### src/rtl/sram_sdp_be_pkg.sv
// Shared types and default sizes for the simple-dual-port byte-enable SRAM.
//   rdw_mode_e   : same-address read-during-write result selection
//   sram_state_e : states of the post-reset clear sequencer
//   SRAM_DEF_*   : default geometry shared with the FIFO storage blocks
package sram_sdp_be_pkg;

    typedef enum logic {
        RDW_READ_FIRST,
        RDW_WRITE_FIRST
    } rdw_mode_e;

    typedef enum logic {
        SRAM_CLEAR,
        SRAM_READY
    } sram_state_e;

    localparam int SRAM_DEF_DATA_WIDTH = 32;
    localparam int SRAM_DEF_DEPTH      = 16;
    localparam int SRAM_DEF_ADDR_WIDTH = $clog2(SRAM_DEF_DEPTH);

endpackage

### src/rtl/sram_clear_fsm.sv
// Post-reset clear sequencer: walks every address once, asking the array to
// write zero there, then parks in READY until the next reset.
// Ports:
//   clk, rst     : clock, asynchronous active-high reset
//   init_busy_o  : high while the clear walk is in progress
//   clr_en_o     : array write strobe for the clear walk
//   clr_addr_o   : address being cleared this cycle
module sram_clear_fsm
    import sram_sdp_be_pkg::*;
#(
    parameter int DEPTH          = SRAM_DEF_DEPTH,
    parameter int ADDR_WIDTH     = $clog2(DEPTH),
    parameter bit CLEAR_ON_RESET = 1'b1
) (
    input  logic                  clk,
    input  logic                  rst,
    output logic                  init_busy_o,
    output logic                  clr_en_o,
    output logic [ADDR_WIDTH-1:0] clr_addr_o
);

    localparam logic [ADDR_WIDTH-1:0] LAST_ADDR = ADDR_WIDTH'(DEPTH - 1);

    sram_state_e           state_q, state_d;
    logic [ADDR_WIDTH-1:0] cnt_q, cnt_d;

    always_ff @(posedge clk or posedge rst) begin
        if (rst) begin
            state_q <= CLEAR_ON_RESET ? SRAM_CLEAR : SRAM_READY;
            cnt_q   <= '0;
        end else begin
            state_q <= state_d;
            cnt_q   <= cnt_d;
        end
    end

    always_comb begin
        state_d     = state_q;
        cnt_d       = cnt_q;
        clr_en_o    = 1'b0;
        init_busy_o = 1'b0;
        case (state_q)
            SRAM_CLEAR: begin
                clr_en_o    = 1'b1;
                init_busy_o = 1'b1;
                if (cnt_q == LAST_ADDR) begin
                    state_d = SRAM_READY;
                    cnt_d   = '0;
                end else begin
                    cnt_d = cnt_q + ADDR_WIDTH'(1);
                end
            end
            default: begin
                state_d = SRAM_READY;
            end
        endcase
    end

    assign clr_addr_o = cnt_q;

endmodule

### src/rtl/sram_sdp_be.sv
// Simple-dual-port SRAM with per-byte write enables, a 1- or 2-cycle read
// pipeline and selectable same-address read-during-write behaviour.
// Ports:
//   clk, rst    : clock, asynchronous active-high reset (read pipeline only;
//                 the array itself is zeroed by the clear sequencer)
//   init_busy_o : clear sequence running, port traffic ignored
//   wr_*_i      : write request, address, data, byte enables
//   rd_en_i     : read request, rd_addr_i sampled on the same edge
//   rd_data_o   : read data, holds its value between valid pulses
//   rd_valid_o  : one pulse per accepted read
module sram_sdp_be
    import sram_sdp_be_pkg::*;
#(
    parameter int        DATA_WIDTH     = SRAM_DEF_DATA_WIDTH,
    parameter int        DEPTH          = SRAM_DEF_DEPTH,
    parameter int        ADDR_WIDTH     = $clog2(DEPTH),
    parameter int        READ_LATENCY   = 1,
    parameter rdw_mode_e RDW_MODE       = RDW_READ_FIRST,
    parameter bit        CLEAR_ON_RESET = 1'b1,
    localparam int       NUM_BYTES      = DATA_WIDTH / 8
) (
    input  logic                  clk,
    input  logic                  rst,
    output logic                  init_busy_o,
    input  logic                  wr_en_i,
    input  logic [ADDR_WIDTH-1:0] wr_addr_i,
    input  logic [DATA_WIDTH-1:0] wr_data_i,
    input  logic [NUM_BYTES-1:0]  wr_be_i,
    input  logic                  rd_en_i,
    input  logic [ADDR_WIDTH-1:0] rd_addr_i,
    output logic [DATA_WIDTH-1:0] rd_data_o,
    output logic                  rd_valid_o
);

    localparam logic [ADDR_WIDTH:0] DEPTH_L = (ADDR_WIDTH + 1)'(DEPTH);

    function automatic logic [DATA_WIDTH-1:0] be_mask(input logic [NUM_BYTES-1:0] be);
        for (int b = 0; b < NUM_BYTES; b++) begin
            be_mask[8*b +: 8] = {8{be[b]}};
        end
    endfunction

    logic [DATA_WIDTH-1:0] mem_q [DEPTH];

    logic                  clr_en;
    logic [ADDR_WIDTH-1:0] clr_addr;
    logic                  wr_ok, rd_ok, rd_in_range;
    logic [DATA_WIDTH-1:0] wr_word, rd_word;

    sram_clear_fsm #(
        .DEPTH          (DEPTH),
        .ADDR_WIDTH     (ADDR_WIDTH),
        .CLEAR_ON_RESET (CLEAR_ON_RESET)
    ) u_clear (
        .clk         (clk),
        .rst         (rst),
        .init_busy_o (init_busy_o),
        .clr_en_o    (clr_en),
        .clr_addr_o  (clr_addr)
    );

    // Out-of-range addresses exist only when DEPTH is not a power of two.
    assign wr_ok       = !init_busy_o && wr_en_i && ({1'b0, wr_addr_i} < DEPTH_L);
    assign rd_ok       = !init_busy_o && rd_en_i;
    assign rd_in_range = {1'b0, rd_addr_i} < DEPTH_L;

    always_comb begin
        wr_word = (mem_q[wr_addr_i] & ~be_mask(wr_be_i)) | (wr_data_i & be_mask(wr_be_i));
        rd_word = mem_q[rd_addr_i];
        if (!rd_in_range) begin
            rd_word = '0;
        end else if (RDW_MODE == RDW_WRITE_FIRST && wr_ok && wr_addr_i == rd_addr_i) begin
            rd_word = wr_word;
        end
    end

    // The clear walk and port writes never coincide: ports are gated by init_busy_o.
    always_ff @(posedge clk) begin
        if (clr_en) begin
            mem_q[clr_addr] <= '0;
        end else if (wr_ok) begin
            mem_q[wr_addr_i] <= wr_word;
        end
    end

    // ---- stage p1: array read registered ----
    logic                  rd_vld_p1_q;
    logic [DATA_WIDTH-1:0] rd_data_p1_q;

    always_ff @(posedge clk or posedge rst) begin
        if (rst) begin
            rd_vld_p1_q  <= 1'b0;
            rd_data_p1_q <= '0;
        end else begin
            rd_vld_p1_q <= rd_ok;
            if (rd_ok) begin
                rd_data_p1_q <= rd_word;
            end
        end
    end

    generate
        if (READ_LATENCY == 2) begin : g_lat2
            // ---- stage p2: output register for the two-cycle read ----
            logic                  rd_vld_p2_q;
            logic [DATA_WIDTH-1:0] rd_data_p2_q;

            always_ff @(posedge clk or posedge rst) begin
                if (rst) begin
                    rd_vld_p2_q  <= 1'b0;
                    rd_data_p2_q <= '0;
                end else begin
                    rd_vld_p2_q <= rd_vld_p1_q;
                    if (rd_vld_p1_q) begin
                        rd_data_p2_q <= rd_data_p1_q;
                    end
                end
            end

            assign rd_valid_o = rd_vld_p2_q;
            assign rd_data_o  = rd_data_p2_q;
        end else begin : g_lat1
            assign rd_valid_o = rd_vld_p1_q;
            assign rd_data_o  = rd_data_p1_q;
        end
    endgenerate

endmodule

### config.mk
export PLATFORM = sky130hd
export DESIGN_NAME = sram_sdp_be
export DESIGN_NICKNAME = d
export VERILOG_FILES = /design/src/rtl/sram_sdp_be_pkg.sv /design/src/rtl/sram_clear_fsm.sv /design/src/rtl/sram_sdp_be.sv
export SDC_FILE = /design/constraint.sdc
export NUM_CORES = 1
export LEC_CHECK = 0
export CORE_ASPECT_RATIO = 1.75
export CORE_UTILIZATION = 59
export DETAILED_ROUTE_END_ITERATION = 10
export GPL_ROUTABILITY_DRIVEN = 0
export PLACE_DENSITY_LB_ADDON = 0.1
export SETUP_SLACK_MARGIN = 0.02
export SLEW_MARGIN = 20
export SYNTH_ARGS = -nofsm -noshare
export SYNTH_HDL_FRONTEND = slang
export SYNTH_HIERARCHICAL = 1
export SYNTH_SLANG_ARGS = --single-unit
### constraint.sdc
create_clock -name clk -period 3.95 [get_ports clk]
set_input_delay 1.185 -clock clk [delete_from_list [all_inputs] [get_ports clk]]
set_output_delay 1.185 -clock clk [all_outputs]
set_load 0.1 [all_outputs]
**Yosys cells after proc, flatten, opt, wreduce, memory -nomap -nowiden**

Memory sizes are Yosys's and may differ from the RTL's. A register that Yosys moved wholly into a read port is not among the register bits.
Index checks and enable logic that the tools add are counted.

- $add $sub $neg: 1
- Eq/ne operators: 1
- Multiplexer cells: 10
- Bitwise operators: 4
- Reductions and logical operators: 3

Operator list:

| kind | count |
|---|---|
| $and 32x32->32 | 2 |
| $mux 32 | 1 |
| $not 32->32 | 1 |
| $or 32x32->32 | 1 |
| $reduce_or 32->1 | 1 |
| $mux 4 | 2 |
| $mux 1 | 7 |
| $add 4x1->4 const B | 1 |
| $eq 4x4->1 const B | 1 |
| $logic_and 1x1->1 | 2 |

- Word-level logic and storage cells: 23
- RAM bits: 512
- Output and inout bits: 34
- Memories: 1
- Register bits after elaboration: 6
- Input bits: 48

Memories:

| name | depth | bits a word | read ports | clocked after Yosys merged registers in | wr ports | line | source |
|---|---|---|---|---|---|---|---|
| mem_q | 16 | 32 | 2 | 1 | 1 | sram_sdp_be.sv:43 | `logic [DATA_WIDTH-1:0] mem_q [DEPTH];` |

**Depth between registers and ports, before layout**

Gate-level depths: netlist of the first run.

- Word-level depth: 6
- Gate-level depth with buffers: 8
- Depth with buffers taken out: 5

**By module**

Netlist of the first run, hierarchy kept.

Modules (own cells, without submodules):

| module | sequential area each (um^2) | cells each | times used | area an instance (um^2) |
|---|---|---|---|---|
| sram_sdp_be | 16200.5 | 1519 | 1 | 25266.7 |
| sram_clear_fsm | 125.1 | 21 | 1 | 229.0 |

**Worst setup path after synthesis of the first run**

Ideal clock, no wire load.

- Kind: input to register
- From: input port wr_addr_i[2]
- To: memory mem_q[10][0] in the netlist's numbering (enable)
- Data arrival time: 3538 ps
- Buffers on the path: 2
- Stages: 5
- Library setup time: 421 ps
- Required time: 3529 ps
- Path slack: -9 ps
- Cell sequence: clkinv_1 buf_2 buf_1 a32oi_1 nor2_1

- Longest elaborated chain between the ends: 1

Ends and longest elaborated chain:

| what | line | source |
|---|---|---|
| start, declared | sram_sdp_be.sv:26 | `input logic [ADDR_WIDTH-1:0] wr_addr_i,` |
| $mux 4 (no line) | - |  |
| end, declared | sram_sdp_be.sv:43 |  |

No other way between the ends.

**Worst setup path after layout of the first run**

- From: register rd_data_p1_q[31], in the netlist rd_data_o[31], read port of mem_q
- To: output port rd_data_o[31]

RTL lines:

| what | line | source |
|---|---|---|
| start, declared | sram_sdp_be.sv:88 | `logic [DATA_WIDTH-1:0] rd_data_p1_q;` |
| end, declared | sram_sdp_be.sv:31 | `output logic [DATA_WIDTH-1:0] rd_data_o,` |

No word-level cell between the ends.

==> impl_metrics.yaml, run 1 <==
sta:
  rsz0062_at_grt: "false"
  fmax_ghz: 0.303
  clock_skew_ns: 0.0100
  slew_headroom_pct: 34.0
  finalCriticalPeriod_ns: 3.30
  period_share_pct: 83.7
  hold_viol_final: 0
  slew_violations: 0
  tightestPinTransition_ns: 0.986
  setup_violations: 0
synthesis:
  synthMuxAreaShare_pct: 23.9
  syn-num-nets: 1589
  yosysTopAreaCell: "edfxtp_1"
  synthesis.area_sq_um: 25500
  synth_compound_area_share_pct: 5.02
  synth_xor_area_share_pct: 0.0344
  synth_top_family_by_area: "multiplexers"
  synth.distinct_cells: 37
  avgSynthCellArea_sq_um: 16.6
  synth_top_area_share_pct: 60.3
  synth-seq-cells: 550
  yosys-top-cells-area: "edfxtp_1 60%, mux2i_1 13%, mux4_2 11%, dfrtp_1 3.7%, a22oi_1 2.9%"
  netlist_instances: 1540
  ys_seq_area_share_pct: 64.0
  yosys.area_share.simple_pct: 4.56
  yosysWarningCount: 6
  synth_adder_area_share_pct: 0.0491
floorplanning:
  start_util_pct: 59.9
  die_area_sq_um: 44100
  io_pins: 82
  die_x_um: 159
  core-area_sq_um: 42500
  rows: 100
  fp.dieH_um: 277
clocking:
  htreeDepth: 2
  clkSinkCount: 550
  cts_tree: "built"
  cts_setup_buffers: 0
  numCtsBuffers: 48
  clk_latency_ns: 0.57
  hold_buffers: 0
  cts_resized: 0
  clkSlewWorstSetupHoldPaths_ns: 0.06
  clk_path_buf_depth: 3
  cts_root_buffer: "clkbuf_16"
global_route:
  grt.total_usage_pct: 32.6
  grt_pass1_vias: 16300
  antenna_found_initial: 0
  grt_max_degree: 65
  grt_first_pass_wirelength_mm: 103
  overflow: 0
worst_setup_path:
  required_ns: 2.76
  path_cells: "clkdlybuf4s50_1"
  worst-path-buf-inv: 1
  worst-r2r-setup-slack_ns: 1.14
  cp-end-kind: "primary output"
  cp_slowest_cell: "clkdlybuf4s50_1"
  cp.arrival_ns: 2.12
  startpoint_type: "flop"
  cp_top_family: "buffers and inverters"
  r2r_cells: 5
  path_max_fanout: 2
  r2r_start: "u_clear/state_q$_DFF_PP0_"
  worstSetupPathType: "flop to primary output"
  slowest_delay_ns: 1.15
  reg2reg_to: "mem_q[4][25]$_DFFE_PP_"
  crit_start: "rd_data_o[31]$_DFFE_PP0P_"
routing:
  drc: 0
  drt_iter0_drc: 1537
  vias: 15600
  ant_nets: 0
  drtPass1Iterations: 6
  wl_mm: 70.2
  wl_per_cell_um: 31.4
  viasPerCell: 6.97
power_and_ir_drop:
  p_per_area_nw_per_um2: 439
  ir_drop_mv: 0.455
  power_mw: 12.8
  power_leakage_nw: 10.4
hold_path:
  hp-class: "flop to flop"
  min_to: "rd_data_o[27]$_DFFE_PP0P_"
  hold_start: "rd_data_o[27]$_DFFE_PP0P_"
  holdPathStages: 2
placed_design:
  placed_cell_area_sq_um: 27700
  hpwl_mm: 40.7
  dp.cells: 2149
  numPortBuffers: 81
job:
  max_cap_viol_count: 0
final_layout:
  layout_common_cells: "512 x edfxtp_1, 320 x mux2i_1, 128 x mux4_2"
  stdcell_area_sq_um: 29200
  instances_no_fill: 2236
  drive_gt1_share_pct: 20.7
  mostFrequentLayoutCell: "edfxtp_1"
  area_growth_pct: 14.6
  n_antenna_cell: 0
  finalNetCount: 1687
  finalCoreUtilization_pct: 68.7
outcome:
  status: "finished clean"
==> cell type report <==
class	instances	area, sq um
Fill cell	2872	13300
Inverter	9	36.3
Tap cell	561	702
Multi-Input combinational cell	861	8720
Clock buffer	61	1310
Sequential cell	550	16300
Timing Repair Buffer	168	1900
Clock inverter	26	240
==> per-layer routing <==
metal,track usage (%),share of wire (%),up-vias
met1,40.0,35,8049
met5,0,0,-
li1,-,-,6511
met4,16.3,4.9,0
met2,56.5,52,843
met3,4.49,7.7,187
==> cells in the mapped netlist <==
cell and n:
or3_1 4, buf_4 1, a22oi_1 97, xnor2_1 1, o21ai_1 1, buf_2 30, clkbuf_1 59, o21ai_0 1
or3b_1 1, edfxtp_1 512, dfrtp_1 38, nand4_1 64, and3_1 1, inv_1 8, a31oi_1 5, nand2b_4 1
nand2b_1 1, nor2_1 20, clkinv_1 1, o31ai_1 1, a32oi_1 2, mux2i_1 320, nor3b_1 3, and2_1 1
a21oi_1 1, buf_1 19, a31o_1 32, nand3_1 33, nand2_1 100, buf_6 11, nor2b_1 3, mux2_2 1
ha_1 1, nand3b_1 4, o22ai_1 32, nor3_1 2, mux4_2 128
==> cell families after synthesis <==
logic type,count (synthesis)
multiplexers,449
buffers and inverters,129
AND/OR/NAND/NOR,238
flip-flops,550
AO/OA/AOI/OAI,172
XOR/XNOR,1
adder cells (fa/ha/maj),1
==> how the worst max path moves through the flow <==
stage                         endpoint  cells past startpoint
2_1_floorplan   mem_q[10][0]$_DFFE_PP_                      5
3_3_place_gp   mem_q[14][11]$_DFFE_PP_                      5
3_5_place_dp   mem_q[11][10]$_DFFE_PP_                      5
4_1_cts                  rd_data_o[31]                      1
5_1_grt         mem_q[9][28]$_DFFE_PP_                      5
6_report                 rd_data_o[31]                      1
==> worst min-delay path: stages (launching register included) <==
cell     delay, ns
dfrtp_1       0.34
nand2_1       0.05
nand3_1       0.07
==> report_power, final <==
part           total [mW]  switching, mW  internal, mW
clock network        4.66           2.05          2.61
registers            6.60         0.0591          6.54
logic                1.57           1.05         0.519
total                12.8           3.15          9.67
==> through the flow <==
step           worst slack, ns  hold WS [ns]  setup TNS (ns)
3_3_place_gp             0.171         0.479               0
5_1_grt                  0.596         0.519               0
3_5_place_dp             0.144         0.486               0
4_1_cts                  0.626         0.504               0
6_report                 0.646         0.495               0
2_1_floorplan         -0.00934         0.503          -0.895
==> sequential cells by signal (all words and copies together) (netlist names) <==
name	flops
mem_q	512
u_clear/clr_addr_o	4
u_clear/state_q	1
rd_valid_o	1
rd_data_o	32
(Power assumes the default switching activity.)
==> inputs of run 2 (changes only) <==
==> constraint.sdc (replaced) <==
create_clock -name clk -period 3.3 [get_ports clk]
set_input_delay 0.99 -clock clk [delete_from_list [all_inputs] [get_ports clk]]
set_output_delay 0.99 -clock clk [all_outputs]
set_load 0.1 [all_outputs]
==> run 2 against run 1 <==
  * Flip-flop and latch count did not move
  * Total power rose by 22%
  * Global-route usage rose by 0.57 points
  * Clock power rose by 21%
  * Register-to-register slack got worse by 0.57 ns
  * Sequential share of layout area fell by 1.9 points
  * Final cell count rose by 2.5%
  * Hold slack improved by 0.00051 ns
  * Final area rose by 3.5%
  * Worst setup slack got worse by 0.37 ns
  * Largest cell class unchanged
  * Largest power group unchanged
  * Highest routed layer unchanged
==> impl_metrics.yaml, run 2 (synthesis results as in run 1) <==
routing:
  vias: 15900
  drt_iter0_drc: 1422
  ant_nets: 0
  drtPass1Iterations: 5
  wl_mm: 71.8
  drc: 0
  wl_per_cell_um: 31.3
  viasPerCell: 6.96
floorplanning:
  io_pins: 82
  die_x_um: 159
  die_area_sq_um: 44100
  core-area_sq_um: 42500
  rows: 100
  start_util_pct: 59.9
  fp.dieH_um: 277
clocking:
  clk_latency_ns: 0.57
  hold_buffers: 0
  cts_tree: "built"
  clkSlewWorstSetupHoldPaths_ns: 0.07
  cts_root_buffer: "clkbuf_16"
  clk_path_buf_depth: 3
  cts_resized: 0
  htreeDepth: 2
  clkSinkCount: 550
  cts_setup_buffers: 0
  numCtsBuffers: 48
worst_setup_path:
  required_ns: 3.72
  crit_start: "wr_en_i"
  path_max_fanout: 16
  endpoint: "mem_q[2][20]$_DFFE_PP_"
  r2r_start: "u_clear/state_q$_DFF_PP0_"
  startpoint_type: "primary input"
  cp-end-kind: "flop"
  cp.arrival_ns: 3.44
  worst-r2r-setup-slack_ns: 0.57
  worstSetupPathType: "primary input to flop"
  r2r_cells: 7
  reg2reg_to: "mem_q[2][20]$_DFFE_PP_"
final_layout:
  largest_register_ffs: 512
  finalNetCount: 1742
  top_register: "mem_q"
  mostFrequentLayoutCell: "edfxtp_1"
  finalCoreUtilization_pct: 71.1
  drive_gt1_share_pct: 23.6
  layout_common_cells: "512 x edfxtp_1, 320 x mux2i_1, 128 x mux4_2"
  n_antenna_cell: 0
  area_growth_pct: 18.6
power_and_ir_drop:
  ir_drop_mv: 0.477
  p_per_area_nw_per_um2: 516
  power_mw: 15.6
  power_leakage_nw: 10.8
global_route:
  grt_max_degree: 65
  grt_pass1_vias: 16800
  grt_first_pass_wirelength_mm: 105
  overflow: 0
  antenna_found_initial: 0
  grt.total_usage_pct: 33.1
sta:
  holdWs_ns: 0.496
  tightestPinTransition_ns: 0.939
  fmax_ghz: 0.331
  rsz0062_at_grt: "false"
  finalSetupTns_ns: 0
  setup_violations: 0
  slew_headroom_pct: 37.1
  slew_violations: 0
  hold_viol_final: 0
  finalCriticalPeriod_ns: 3.02
  period_share_pct: 91.7
  clock_skew_ns: 0.0140
placed_design:
  hpwl_mm: 42.9
  numPortBuffers: 81
job:
  max_cap_viol_count: 0
outcome:
  status: "finished clean"
hold_path:
  hp-class: "flop to flop"
## run 2: per-layer routing
layer  wire length (um)  global-route usage, %  vias up  share of wire [%]
met3               6050                   4.63      204                8.4
met4               3480                   16.3        0                4.8
li1                   -                      -     6625                  -
met2              36100                   56.3      874                 50
met5                  0                      0        -                  0
met1              26100                   42.0     8244                 36
## run 2: stage by stage
stage	instances	setup slack, ns	instance area, sq um
3_3_place_gp	2204	-0.192	28700
3_5_place_dp	2204	-0.226	28700
4_1_cts	2291	0.325	30200
2_1_floorplan	1540	-0.464	25500
5_1_grt	2291	0.248	30200
6_report	2291	0.275	30200
## run 2: worst max-delay path, cell delays in order
cell,delay [ns]
clkdlybuf4s50_1,0.53
or3b_1,0.54
buf_4,0.20
or3_1,0.53
o22ai_1,0.31
a31o_1,0.20
buf_12,0.15
## run 2: power by group
| group | switching [mW] | internal (mW) | total, mW |
|---|---|---|---|
| clock network | 2.50 | 3.16 | 5.66 |
| registers | 0.0714 | 7.82 | 7.89 |
| logic | 1.30 | 0.761 | 2.06 |
## run 2: how the worst min path moves through the flow
stage,start,end,cells after the start
2_1_floorplan,u_clear/clr_addr_o[3]$_DFFE_PP0N_,u_clear/clr_addr_o[3]$_DFFE_PP0N_,1
3_3_place_gp,rd_data_o[5]$_DFFE_PP0P_,rd_data_o[5]$_DFFE_PP0P_,2
3_5_place_dp,rd_data_o[5]$_DFFE_PP0P_,rd_data_o[5]$_DFFE_PP0P_,2
4_1_cts,rd_data_o[5]$_DFFE_PP0P_,rd_data_o[5]$_DFFE_PP0P_,2
5_1_grt,rd_data_o[0]$_DFFE_PP0P_,rd_data_o[0]$_DFFE_PP0P_,2
6_report,rd_data_o[5]$_DFFE_PP0P_,rd_data_o[5]$_DFFE_PP0P_,2
## run 2: cell type report
class | count | area (sq um)
sequential | 550 | 16300
fill | 2720 | 12300
multi-input combinational | 861 | 8720
timing repair buffer | 223 | 2890
clock buffer | 62 | 1330
tap | 561 | 702
clock inverter | 25 | 251
inverter | 9 | 36.3
==> inputs of run 3 (changes only) <==
--- a/config.mk
+++ b/config.mk
@@ -5,8 +5,9 @@
 export SDC_FILE = /design/constraint.sdc
 export NUM_CORES = 1
 export LEC_CHECK = 0
+export ABC_AREA = 1
 export CORE_ASPECT_RATIO = 1.75
-export CORE_UTILIZATION = 59
+export CORE_UTILIZATION = 40
 export DETAILED_ROUTE_END_ITERATION = 10
 export GPL_ROUTABILITY_DRIVEN = 0
 export PLACE_DENSITY_LB_ADDON = 0.1
@@ -16,3 +17,4 @@
 export SYNTH_HDL_FRONTEND = slang
 export SYNTH_HIERARCHICAL = 1
 export SYNTH_SLANG_ARGS = --single-unit
+export TNS_END_PERCENT = 5
==> run 3 against run 2 <==
  * Critical path type unchanged
  * Clock power grew 10%
  * Final area grew 6.2%
  * Worst setup slack gained 0.39 ns
==> impl_metrics.yaml, run 3 <==
outcome:
  status: "finished clean"
final_layout:
  layout_common_cells: "1,460 x nand2_1, 806 x nand3_1, 512 x edfxtp_1"
  area_growth_pct: 15.0
  drive_gt1_share_pct: 8.84
  top_register: "mem_q"
  n_antenna_cell: 0
  stdcell_area_sq_um: 32100
  largest_register_ffs: 512
  finalNetCount: 3287
  finalCoreUtilization_pct: 46.7
  mostFrequentLayoutCell: "nand2_1"
  instances_no_fill: 4185
worst_setup_path:
  slowest_delay_ns: 0.56
  cp-end-kind: "flop"
  worstSetupPathType: "primary input to flop"
  path_cells: "clkdlybuf4s50_1 > nand3_2 > o21ai_1 > nand2_1 > nor2_4 > buf_4"
  required_ns: 3.58
  cp.arrival_ns: 2.92
  r2r_cells: 7
  path_max_fanout: 13
  startpoint_type: "primary input"
  cp_slowest_cell: "clkdlybuf4s50_1"
synthesis:
  synthFlopType: "edfxtp_1"
  synth_top_area_share_pct: 55.0
  synth-seq-cells: 550
  yosysMostFrequentCell: "nand2_1"
  synthArstFlopShare_pct: 6.91
  synthesis.area_sq_um: 27900
  avgSynthCellArea_sq_um: 8.75
  yosysWarningCount: 6
  netlist_instances: 3192
  yosys-top-cells-area: "edfxtp_1 55%, nand2_1 20%, nand3_1 14%, dfrtp_1 3.4%, buf_6 2.0%"
  syn-num-nets: 3241
  synth.distinct_cells: 22
  synthTopCellsByCount: "1,461 x nand2_1, 807 x nand3_1, 512 x edfxtp_1"
  ys_seq_area_share_pct: 58.4
  synth-edff-count: 512
  yosysTopAreaCell: "edfxtp_1"
global_route:
  grt_max_degree: 129
  grt_pass1_vias: 23600
  antenna_found_initial: 1
  grt_first_pass_wirelength_mm: 145
  overflow: 0
  grt.total_usage_pct: 27.4
floorplanning:
  start_util_pct: 40.6
  die_area_sq_um: 70900
  io_pins: 82
  rows: 127
  die_x_um: 202
  core-area_sq_um: 68800
  fp.dieH_um: 352
clocking:
  clk_latency_ns: 0.61
  hold_buffers: 0
  cts_root_buffer: "clkbuf_16"
  cts_resized: 0
  clkSinkCount: 550
  clkSlewWorstSetupHoldPaths_ns: 0.06
  clk_path_buf_depth: 3
  cts_tree: "built"
  htreeDepth: 2
  cts_setup_buffers: 0
  numCtsBuffers: 52
sta:
  slew_violations: 0
  finalCriticalPeriod_ns: 2.64
  period_share_pct: 79.9
  clock_skew_ns: 0.0129
  hold_viol_final: 0
  setup_violations: 0
  slew_headroom_pct: 41.8
  tightestPinTransition_ns: 0.873
  fmax_ghz: 0.379
  finalSetupTns_ns: 0
  rsz0062_at_grt: "false"
power_and_ir_drop:
  power_mw: 16.5
  power_leakage_nw: 13.2
  p_per_area_nw_per_um2: 515
  ir_drop_mv: 0.396
routing:
  ant_nets: 0
  drc: 0
  drt_iter0_drc: 1772
  viasPerCell: 5.66
  wl_mm: 97.6
  drtPass1Iterations: 6
  vias: 23700
  wl_per_cell_um: 23.3
hold_path:
  holdPathStages: 2
  hp-class: "flop to flop"
placed_design:
  numPortBuffers: 81
  placed_cell_area_sq_um: 30400
  dp.cells: 4087
  hpwl_mm: 57.4
job:
  max_cap_viol_count: 0
==> run 3: per-stage QoR <==
step / hold slack [ns] / setup slack (ns)
global placement: 0.463 / 0.0222
detailed placement: 0.466 / -0.00150
finish: 0.478 / 0.662
global route: 0.501 / 0.458
floorplan: 0.497 / -0.194
CTS: 0.484 / 0.633
==> run 3: kinds of logic (layout without fill, tap and decap cells) <==
| family | Yosys count | count (layout) | share of synthesized area (%) |
|---|---|---|---|
| flops | 550 | 550 | 58.4 |
| xor+xnor | 1 | 1 | 0.0314 |
| buf+inv | 284 | 374 | 6.17 |
| fa+ha+maj | 1 | 1 | 0.0448 |
| simple gates | 2351 | 2351 | 35.2 |
| compound gates | 5 | 5 | 0.103 |
==> run 3: final cells by class <==
type,count,area [sq um]
multi-input cells,2358,10000
clock buffers,72,1460
fillers,6489,36700
flip-flops and latches,550,16300
clock inverters,26,293
well taps,903,1130
repair buffers,218,2670
inverters,58,238
==> run 3: critical path, delay by kind of cell <==
family / cells / cell delay (ns)
AND/OR/NAND/NOR: 3 / 0.79
buffers and inverters: 2 / 0.85
AO/OA/AOI/OAI: 1 / 0.28
==> run 3: layer usage <==
metal  up-vias  share of wire, %  global-route usage (%)
met2      1204                50                    47.9
met1     11400                38                    33.3
met4         0               5.0                    14.3
met3       303               6.8                    2.93
li1      10800                 -                       -
met5         -                 0                       0
==> run 3: path summary, 6_finish.rpt <==
| check | startpoint | slack [ns] | end |
|---|---|---|---|
| hold / removal | rd_data_o[10]$_DFFE_PP0P_ | 0.48 | rd_data_o[10]$_DFFE_PP0P_ |
| hold reg to reg | rd_data_o[10]$_DFFE_PP0P_ | 0.48 | rd_data_o[10]$_DFFE_PP0P_ |
| max in group asynchronous | rst | 1.94 | rd_data_o[16]$_DFFE_PP0P_ |
| min in group asynchronous | rst | 0.67 | u_clear/clr_addr_o[2]$_DFFE_PP0N_ |
| setup reg to reg | u_clear/state_q$_DFF_PP0_ | 0.99 | mem_q[11][4]$_DFFE_PP_ |
| setup / recovery | wr_en_i | 0.66 | mem_q[11][4]$_DFFE_PP_ |
==> run 3: power breakdown <==
part	internal (mW)	switching [mW]
registers	7.82	0.0680
logic	0.672	1.74
clock network	3.56	2.68
total	12.1	4.49
